### src/rtl/wrapper_paralelo_serial.sv
// Parallel-to-serial transmitter for the SD host data/command path.
// Captures an n-bit frame on a load handshake and shifts it out MSB-first,
// one bit per enabled clock edge. The line idles high.
module wrapper_paralelo_serial #(
    parameter int unsigned n = 128
) (
    input  logic         sd_clock,
    input  logic         reset,
    input  logic [n-1:0] parallel,
    input  logic         load,
    input  logic         enable,
    output logic         serial,
    output logic         ready,
    output logic         busy,
    output logic         complete
);

    localparam int unsigned CountW = $clog2(n + 1);

    typedef enum logic [1:0] {StIdle, StShift, StDone} state_e;

    state_e              state_q, state_d;
    logic [n-1:0]        shreg_q, shreg_d;
    logic [CountW-1:0]   count_q, count_d;
    logic                serial_q, serial_d;

    // State, shift register, bit counter and line register; reset overrides all.
    always_ff @(posedge sd_clock) begin
        if (reset) begin
            state_q  <= StIdle;
            shreg_q  <= '0;
            count_q  <= '0;
            serial_q <= 1'b1;
        end else begin
            state_q  <= state_d;
            shreg_q  <= shreg_d;
            count_q  <= count_d;
            serial_q <= serial_d;
        end
    end

    // Next-state and datapath update.
    always_comb begin
        state_d  = state_q;
        shreg_d  = shreg_q;
        count_d  = count_q;
        serial_d = serial_q;
        unique case (state_q)
            StIdle: begin
                serial_d = 1'b1;
                if (load) begin
                    shreg_d = parallel;
                    count_d = '0;
                    state_d = StShift;
                end
            end
            StShift: begin
                // With enable low everything holds, so the line keeps its last bit.
                if (enable) begin
                    serial_d = shreg_q[n-1];
                    shreg_d  = {shreg_q[n-2:0], 1'b0};
                    if (count_q == CountW'(n - 1)) begin
                        count_d = '0;
                        state_d = StDone;
                    end else begin
                        count_d = count_q + CountW'(1);
                    end
                end
            end
            StDone: begin
                // Single cycle; the line still shows bit 0 until this edge.
                serial_d = 1'b1;
                state_d  = StIdle;
            end
            default: begin
                serial_d = 1'b1;
                state_d  = StIdle;
            end
        endcase
    end

    // Status outputs decoded from the state register only.
    always_comb begin
        serial   = serial_q;
        ready    = (state_q == StIdle);
        busy     = (state_q == StShift) || (state_q == StDone);
        complete = (state_q == StDone);
    end

endmodule

### config.mk
export PLATFORM = sky130hd
export DESIGN_NAME = wrapper_paralelo_serial
export DESIGN_NICKNAME = d
export VERILOG_FILES = /design/src/rtl/wrapper_paralelo_serial.sv
export SDC_FILE = /design/constraint.sdc
export NUM_CORES = 1
export LEC_CHECK = 0
export CORE_MARGIN = 1
export CORE_UTILIZATION = 40
export DETAILED_ROUTE_END_ITERATION = 16
export PLACE_DENSITY = 0.66
export SLEW_MARGIN = 20
export SYNTH_ARGS = -nofsm -noshare
export SYNTH_HDL_FRONTEND = slang
export SYNTH_SLANG_ARGS = --single-unit
### constraint.sdc
create_clock -name sd_clock -period 3.8 [get_ports sd_clock]
set_input_delay 0.57 -clock sd_clock [delete_from_list [all_inputs] [get_ports sd_clock]]
set_output_delay 0.57 -clock sd_clock [all_outputs]
set_load 0.03 [all_outputs]
Word level (Yosys, flattened, before mapping):

Cells that the tools add are included.

* bits of input ports: 132
* bits in registers: 139

* reduce and logical (&&, ||, !) cells: 6
* equal/unequal tests: 6
* bitwise gates (word level): 1
* muxes and demuxes: 11
* add/subtract/negate cells: 1

Operator list (number)
* 2-to-1 mux 128 bit: 2
* one-hot mux 128 bit (2 select lines): 1
* 2-to-1 mux 8 bit: 3
* one-hot mux 8 bit (2 select lines): 1
* adder 8 x 1 -> 8 bit (second input constant): 1
* equality test 8 x 7 -> 1 bit (second input constant): 1
* 2-to-1 mux 2 bit: 3
* inequality test 2 bit (second input constant): 3
* AND reduction 3 bit: 2
* one-hot mux 2 bit (2 select lines): 1
* equality test 2 x 1 -> 1 bit (second input constant): 1
* equality test 2 bit (second input constant): 1
* zero test 2 bit: 1
* nonzero test 2 bit: 1
* OR reduction 2 bit: 1
* logical OR 1 bit: 1
* NOT 1 bit: 1

Depth between registers and ports, before layout:

Gate-level depths: netlist of the first run.

* depth after elaboration: 4
* gate-level depth with buffers: 9

Worst setup path before layout of the first run:

OpenSTA, ideal clock, no wires.

* path type: reg2reg
* start point: reg state_q[0]
* end point: reg count_q[6]
* stages on the path, launching flop included: 7
* period minus slack after synthesis: 1.907 ns
* slack: 1.893 ns
* data required time: 3.714 ns
* arrival time: 1.821 ns
* cells stage by stage: dfxtp_1 -> inv_1 -> ha_1 -> or2_1 -> nand3_2 -> or4_1 -> a211oi_1

* word-level cells in the longest chain between the ends: 3
* elaborated cells on any way between the ends: 7

RTL lines
* start: declaration: line 22 `state_e state_q, state_d;`
* start signal: assignment: line 30 `state_q <= StIdle;`
* start signal: assignment: line 35 `state_q <= state_d;`
* zero test 2 bit *
* named net ready: line 13 `output logic ready,`
* inequality test 2 bit (no line) or nonzero test 2 bit (tied branches)
* AND reduction 3 bit (no line)
* end signal: assignment: line 37 `count_q <= count_d;`
* end: declaration: line 24 `logic [CountW-1:0] count_q, count_d;`

The timed path passes the listed nets; every way through them passes the cells marked *.
A chain may end at the register's enable or synchronous reset.

Final worst setup path of the first run:

* start point: reg state_q[0]
* end point: out busy

* word-level cells in the longest chain between the ends: 2
* elaborated cells on any way between the ends: 3

RTL lines
* equality test 2 x 1 -> 1 bit or equality test 2 bit (tied branches): line 86 `busy = (state_q == StShift) || (state_q == StDone);`
* logical OR 1 bit *: line 86
* end: declaration: line 14 `output logic busy,`

Every way passes the cells marked *; elsewhere a longest branch is shown, timed or not.

==> results.md, run 1 <==
- CP max stage delay: 700 ps
- Worst VDD drop: 0.7515 mV
- Number of diodes: 0
- Logic gate share of total power: 40.8%
- Setup Fix Bufs, Post-CTS: 0
- Worst setup SP type: flop
- Vias per inst: 5.207
- Setup WS pre-CTS: 1310 ps
- Number of global-route vias before repair: 4603
- Final setup margin: 1352 ps
- Post-route cell area: 8102 sq um
- Clock sink count: 139
- Max-Cap Viols: 0
- Buffers on Ports: 135
- Final period util: 64.42%
- Synthesis-to-layout area growth: 31.74%
- WS Path Type: flop to output port
- Register clock-pin slew on the reported worst setup and hold paths: 50 ps
- Unique masters post-synth: 28
- Num CTS Buffers: 17
- Gr ovfl total: 0
- Hold Buf Count CTS: 0
- Switching Fraction: 36.66%
- GR met1 Demand/Resource: 21.53%
- Clock root buffer: clkbuf_16
- Syn_area_per_cell: 9.669 sq um
- Min-Delay Path Depth: 2
- Crit end category: output port
- Net Sw Power: 2.464 mW
- Buf+Inv Stages, Crit Path: 2
- Layout cells sized above 1: 4.800%
- Setup TNS: 0 ps
- Clock tree buffer depth: 2
- Gr busiest metal: met2
- First-pass GRT wire length: 21470 microns
- Area leader, netlist: dfxtp_1
- Status: completed
- Setup violators final: 0
- Nets: 874
- Final wirelength: 13020 microns
- FP Rows: 44
- Synth area leaders: dfxtp_1 45%, mux2i_1 21%, a211oi_1 16%
- Clk_skew: 7.259 ps
- Sequential group share of total power: 36.1%
- Yosys top cell area share: 45.25%
- Area of the mapped netlist: 6150 sq um
- Initial antenna violation count: 0
- Drt drc: 0
- Max-slew headroom: 30.45%
- Grt met2 use: 25.90%
- Commonest non-fill, non-tap cell in the layout: dfxtp_1
- Syn. warnings: 0
- Post-cts gate resize count: 0
- Vias: 4863
- CTS tree: yes
- F_max: 408.5 MHz
- Required time of the critical path: 3230 ps
- Final ANT Viol Nets: 0
- DP HPWL: 8265 microns
- Worst-Margin Slew: 1043 ps
- Worst skew pair latency: 410 ps
- Synth Net Count: 773
- Critical R2R Capture: count_q[3]
- I/O Pins: 136
- Die W: 126.0 microns
- GR Util met3: 6.245%
- Routability cong.: 0.7533
- Seq/Total Area, Yosys: 45.25%
- Largest net degree at the start of global routing: 138
- Crit-path slowest cell: clkdlybuf4s50_1
- Die height: 126.0 microns
- Hold_sp: count_q[7]
- Critical-path cell list: inv_1, ha_1, clkdlybuf4s50_1
- Flop2flop setup slack: 1430 ps
- # fillers: 1313
- Final Non-Filler Cells: 934
- GRT Total Usage: 16.71%
- Critical path's top delay family: buffers and inverters
- Most frequent cells in the layout: 139 x dfxtp_1, 137 x nor2_1, 134 x clkdlybuf4s50_1
- Total Die Area: 15870 sq um
- Hold endpoint: count_q[7]
- Drt wl/cell: 13.94 microns
- WP data arrival: 1880 ps
- #FFs+latches synth: 139
- DR iter-0 viols: 194
- Area after DPL: 7541 sq um
- Period minus WS final: 2448 ps
- Worst min path class: flop to flop
- Cell Pwr Density: 829.8 nW/um^2
- CP max FO: 4
- Reg2reg start: state_q[1]
- Clk pwr share: 23.1%
- H-Tree Depth: 4
- Fin. Hold Viols: 0
- Post-synthesis instance total: 636
- RSZ-0062 raised after global routing: false
- Slew Limit Fails: 0
- Initial Util: 41.68%
- Pint: 4.258 mW
- R2r worst-path depth: 6
- Placed cells: 902
- Lkg Pwr: 2.912 nW
- TritonRoute pass-1 iters: 4
- Placeable Area: 14750 sq um
per-layer routing:
| layer | vias up | share of wire (%) | wire length (microns) |
|---|---|---|---|
| met2 | 109 | 43 | 5648 |
| met3 | 15 | 6.8 | 883 |
| li1 | 2546 | - | - |
| met1 | 2193 | 49 | 6350 |
| met5 | - | 0 | 0 |
| met4 | 0 | 1.1 | 140 |
worst reg2reg max path, stage by stage (launching register included):
cell     delay [ps]
dfxtp_1         330
inv_1           130
ha_4            480
buf_12          620
o31ai_1         300
a21o_1          310
nor2_1          140
kinds of logic after synthesis:
family / synth area share [%]
simple gates: 10.68
compound gates: 16.95
flops: 45.25
mux: 20.83
buf+inv: 4.700
fa+ha+maj: 1.017
xor+xnor: 0.5698
Yosys cell counts:
cell type,count
buf_4,6
o31ai_1,4
or4_1,3
nor2_1,137
xnor2_1,3
a22oi_1,1
nand4_1,2
nor3_1,1
dfxtp_1,139
nand3b_1,1
a211oi_1,128
nor3_2,1
or2_1,1
a21oi_1,4
a32oi_1,1
mux2i_1,128
clkbuf_1,19
xor2_1,1
buf_2,33
nand2b_1,2
nand3_2,1
nor2b_1,2
nand3_1,4
nand2_1,3
inv_1,2
a21o_1,2
nor4_1,2
ha_1,5
registers in the layout, summed over array words and instances, names as in the netlist:
| signal | flops |
|---|---|
| count_q | 8 |
| state_q | 2 |
| serial | 1 |
| shreg_q | 128 |
worst max-delay path by stage:
stage,startpoint,end,cells after the start
5_1_grt,state_q[1],shreg_q[109],7
4_1_cts,state_q[0],ready,3
2_1_floorplan,state_q[0],count_q[6],6
3_3_place_gp,load,count_q[0],6
3_5_place_dp,load,count_q[3],6
6_report,state_q[0],busy,3
area by class of cell:
type                    count  area, sq um  area share [%]
clock inverters             6        61.31          0.7568
clock buffers              26        499.2           6.162
multi-input cells         437         3097           38.22
flip-flops and latches    139         2783           34.35
repair buffers            140         1424           17.58
inverters                   2        7.507         0.09266
well taps                 184        230.2           2.842
power groups by stage:
stage / logic, mW / clock network [mW] / registers, mW
after floorplan: 2.32 / 0 / 2.36
after global placement: 2.65 / 0 / 2.42
after detailed placement: 2.75 / 0 / 2.45
after CTS: 2.76 / 1.59 / 2.43
after global routing: 3.06 / 1.66 / 2.50
final: 2.75 / 1.55 / 2.42
through the flow:
step	util, %	power (mW)	hold WS, ps
global route	54.91	7.218	504.6
global placement	51.11	5.069	463.4
detailed placement	51.11	5.203	484.1
finish	54.91	6.722	494.6
floorplan	-	4.684	451.8
CTS	54.91	6.782	493.2
No activity file was read; power rests on OpenSTA's default activity.
==> run 2, diff against run 1 <==
--- a/config.mk
+++ b/config.mk
@@ -8,7 +8,7 @@
 export CORE_MARGIN = 1
 export CORE_UTILIZATION = 40
 export DETAILED_ROUTE_END_ITERATION = 16
-export PLACE_DENSITY = 0.66
+export PLACE_DENSITY = 0.68
 export SLEW_MARGIN = 20
 export SYNTH_ARGS = -nofsm -noshare
 export SYNTH_HDL_FRONTEND = slang
==> constraint.sdc (replaced) <==
create_clock -name sd_clock -period 2.12 [get_ports sd_clock]
set_input_delay 0.318 -clock sd_clock [delete_from_list [all_inputs] [get_ports sd_clock]]
set_output_delay 0.318 -clock sd_clock [all_outputs]
set_load 0.03 [all_outputs]
==> results.md, run 2 (synthesis results as in run 1) <==
- Worst-Margin Slew: 758.3 ps (-284.9 ps)
- Buf+Inv Stages, Crit Path: 3 (+1)
- WS Path Type: flop to flop
- Drt drc: 0 (unchanged)
- F_max: 506.5 MHz
- Final period util: 93.13%
- Initial antenna violation count: 0 (unchanged)
- Required time of the critical path: 2440 ps (-790 ps)
- Drt wl/cell: 14.22 microns (+2.0%)
- Num CTS Buffers: 17 (unchanged)
- GRT Total Usage: 17.21% (+0.50 points)
- Largest net degree at the start of global routing: 57 (-59%)
- Crit-path slowest cell: dfxtp_1
- Final wirelength: 13510 microns (+3.8%)
- Vias: 5006 (+2.9%)
- Commonest non-fill, non-tap cell in the layout: dfxtp_1
- Worst path most repeated cell: buf_4
- Synthesis-to-layout area growth: 35.63%
- Number of diodes: 0 (unchanged)
- Clk_skew: 9.556 ps (+2.297 ps)
- Worst skew pair latency: 420 ps (about the same)
- Gr ovfl total: 0 (unchanged)
- Die height: 126.0 microns (unchanged)
- TritonRoute pass-1 iters: 4 (unchanged)
- Die W: 126.0 microns (unchanged)
- Hold Buf Count CTS: 0 (unchanged)
- RSZ-0062 raised after global routing: false
- Tot Pwr: 12.67 mW (+88%)
- Switching Fraction: 36.47% (-0.19 points)
- Routability cong.: 0.7894 (+4.8%)
- Status: completed
- Placeable Area: 14750 sq um (unchanged)
- Setup violators final: 0 (unchanged)
- Nets: 891 (+1.9%)
- Worst min path class: input pin to flop
- Placed cells: 917 (+1.7%)
- Clock root buffer: clkbuf_16
- Vias per inst: 5.269 (+1.2%)
- Pint: 8.046 mW (+89%)
- Number of global-route vias before repair: 4758 (+3.4%)
- Setup TNS: 0 ps (unchanged)
- Total Die Area: 15870 sq um (unchanged)
- Critical path's top delay family: buffers and inverters
- Hold_ws: 340.2 ps (-154.4 ps)
- Initial Util: 41.68% (unchanged)
- Biggest register: shreg_q
- Net Sw Power: 4.620 mW (+87%)
- Most frequent cells in the layout: 139 x dfxtp_1, 137 x nor2_1, 131 x clkdlybuf4s50_1
- Layout cells sized above 1: 7.311% (+2.5 points)
- WP data arrival: 2300 ps (+420 ps)
- Crit end category: flop
- H-Tree Depth: 4 (unchanged)
- Final ANT Viol Nets: 0 (unchanged)
- Period minus WS final: 1974 ps
- Sequential group share of total power: 34.3% (-1.8 points)
- Critical-path cell list: inv_1, ha_1, nor2b_1, nor3_4, buf_4, buf_4, nor2_1, a211oi_1
- Slew Limit Fails: 0 (unchanged)
- Lkg Pwr: 3.056 nW (+4.9%)
- CTS tree: yes
- Worst VDD drop: 0.6456 mV (-14%)
- DP HPWL: 8798 microns (+6.4%)
- Leading registers by flop count: shreg_q (128), count_q (8), state_q (2)
- Buffers on Ports: 135 (unchanged)
- Setup Fix Bufs, Post-CTS: 0 (unchanged)
- First-pass GRT wire length: 21990 microns (+2.4%)
- Register clock-pin slew on the reported worst setup and hold paths: 60 ps (about the same)
- Cell Pwr Density: 1519 nW/um^2 (+83%)
- Max-slew headroom: 49.45% (+19 points)
- Final Non-Filler Cells: 950 (+1.7%)
- Clk pwr share: 22.4% (-0.7 points)
- CP max stage delay: 370 ps (-330 ps)
- Max-Cap Viols: 0 (unchanged)
- I/O Pins: 136 (unchanged)
- Fin. Hold Viols: 0 (unchanged)
- DR iter-0 viols: 325 (+68%)
- Logic gate share of total power: 43.3% (+2.5 points)
- Max FFs per register: 128 (unchanged)
- Clock sink count: 139 (unchanged)
- Worst setup SP type: flop
- FP Rows: 44 (unchanged)
- CP max FO: 12 (+8)
- Clock tree buffer depth: 2 (unchanged)
-- run 2: cell types whose count changed in the layout (fill, tap and decap cells not counted), sizes merged --
cell / change
clkinvlp: +2
bufinv: +1
clkbuf: -5
dlygate4sd2: +2
clkinv: +3
dlymetal6s2s: +1
buf: +15
clkdlybuf4s50: -3
-- run 2: stage by stage --
step,utilization (%),setup WS [ps],area (sq um)
floorplan,-,213.2,6150
global placement,52.21,117.5,7704
detailed placement,52.21,67.73,7704
CTS,56.05,32.73,8269
global route,56.53,3.711,8341
finish,56.53,145.7,8341
-- run 2: final cells by class --
cell class / instances / area, sq um
Clock buffer: 19 / 442.9
Clock inverter: 12 / 125.1
Fill cell: 1287 / 6414
Inverter: 2 / 7.507
Multi-Input combinational cell: 437 / 3097
Sequential cell: 139 / 2783
Tap cell: 184 / 230.2
Timing Repair Buffer: 157 / 1655
-- run 2: worst reg2reg max path: stages, from the launching register on --
cell,delay [ps]
dfxtp_1,370
inv_1,110
ha_1,270
nor2b_1,190
nor3_4,240
buf_4,230
buf_4,200
nor2_1,60
a211oi_1,210
-- run 2: worst paths after layout --
kind,slack (ps),cells after the start,endpoint,from
hold / removal,340,2,shreg_q[0],reset
setup reg to reg,150,8,shreg_q[61],state_q[0]
hold reg to reg,500,2,shreg_q[27],shreg_q[27]
setup / recovery,150,8,shreg_q[61],state_q[0]
-- run 2: power by group through the flow --
stage	Clock, mW	Sequential [mW]	Combinational [mW]
after global placement	0	4.33	5.06
final	2.84	4.34	5.49
after detailed placement	0	4.39	5.25
after floorplan	0	4.24	4.16
after CTS	2.91	4.34	5.25
after global routing	3.02	4.48	6.10
-- run 2: routing by layer --
metal	routed length (microns)	GRT usage, %	vias to the layer above
li1	-	-	2557
met4	204	6.591	0
met2	6065	27.04	101
met3	632	5.395	17
met5	0	0	-
met1	6610	22.04	2331
-- run 2: timing repair --
item                                    CTS  global route
endpoints found under the hold margin     0             0
endpoints found under the setup margin    2            10
cloned                                    0             2
pin swaps                                 0             0
resized for setup                         2             4
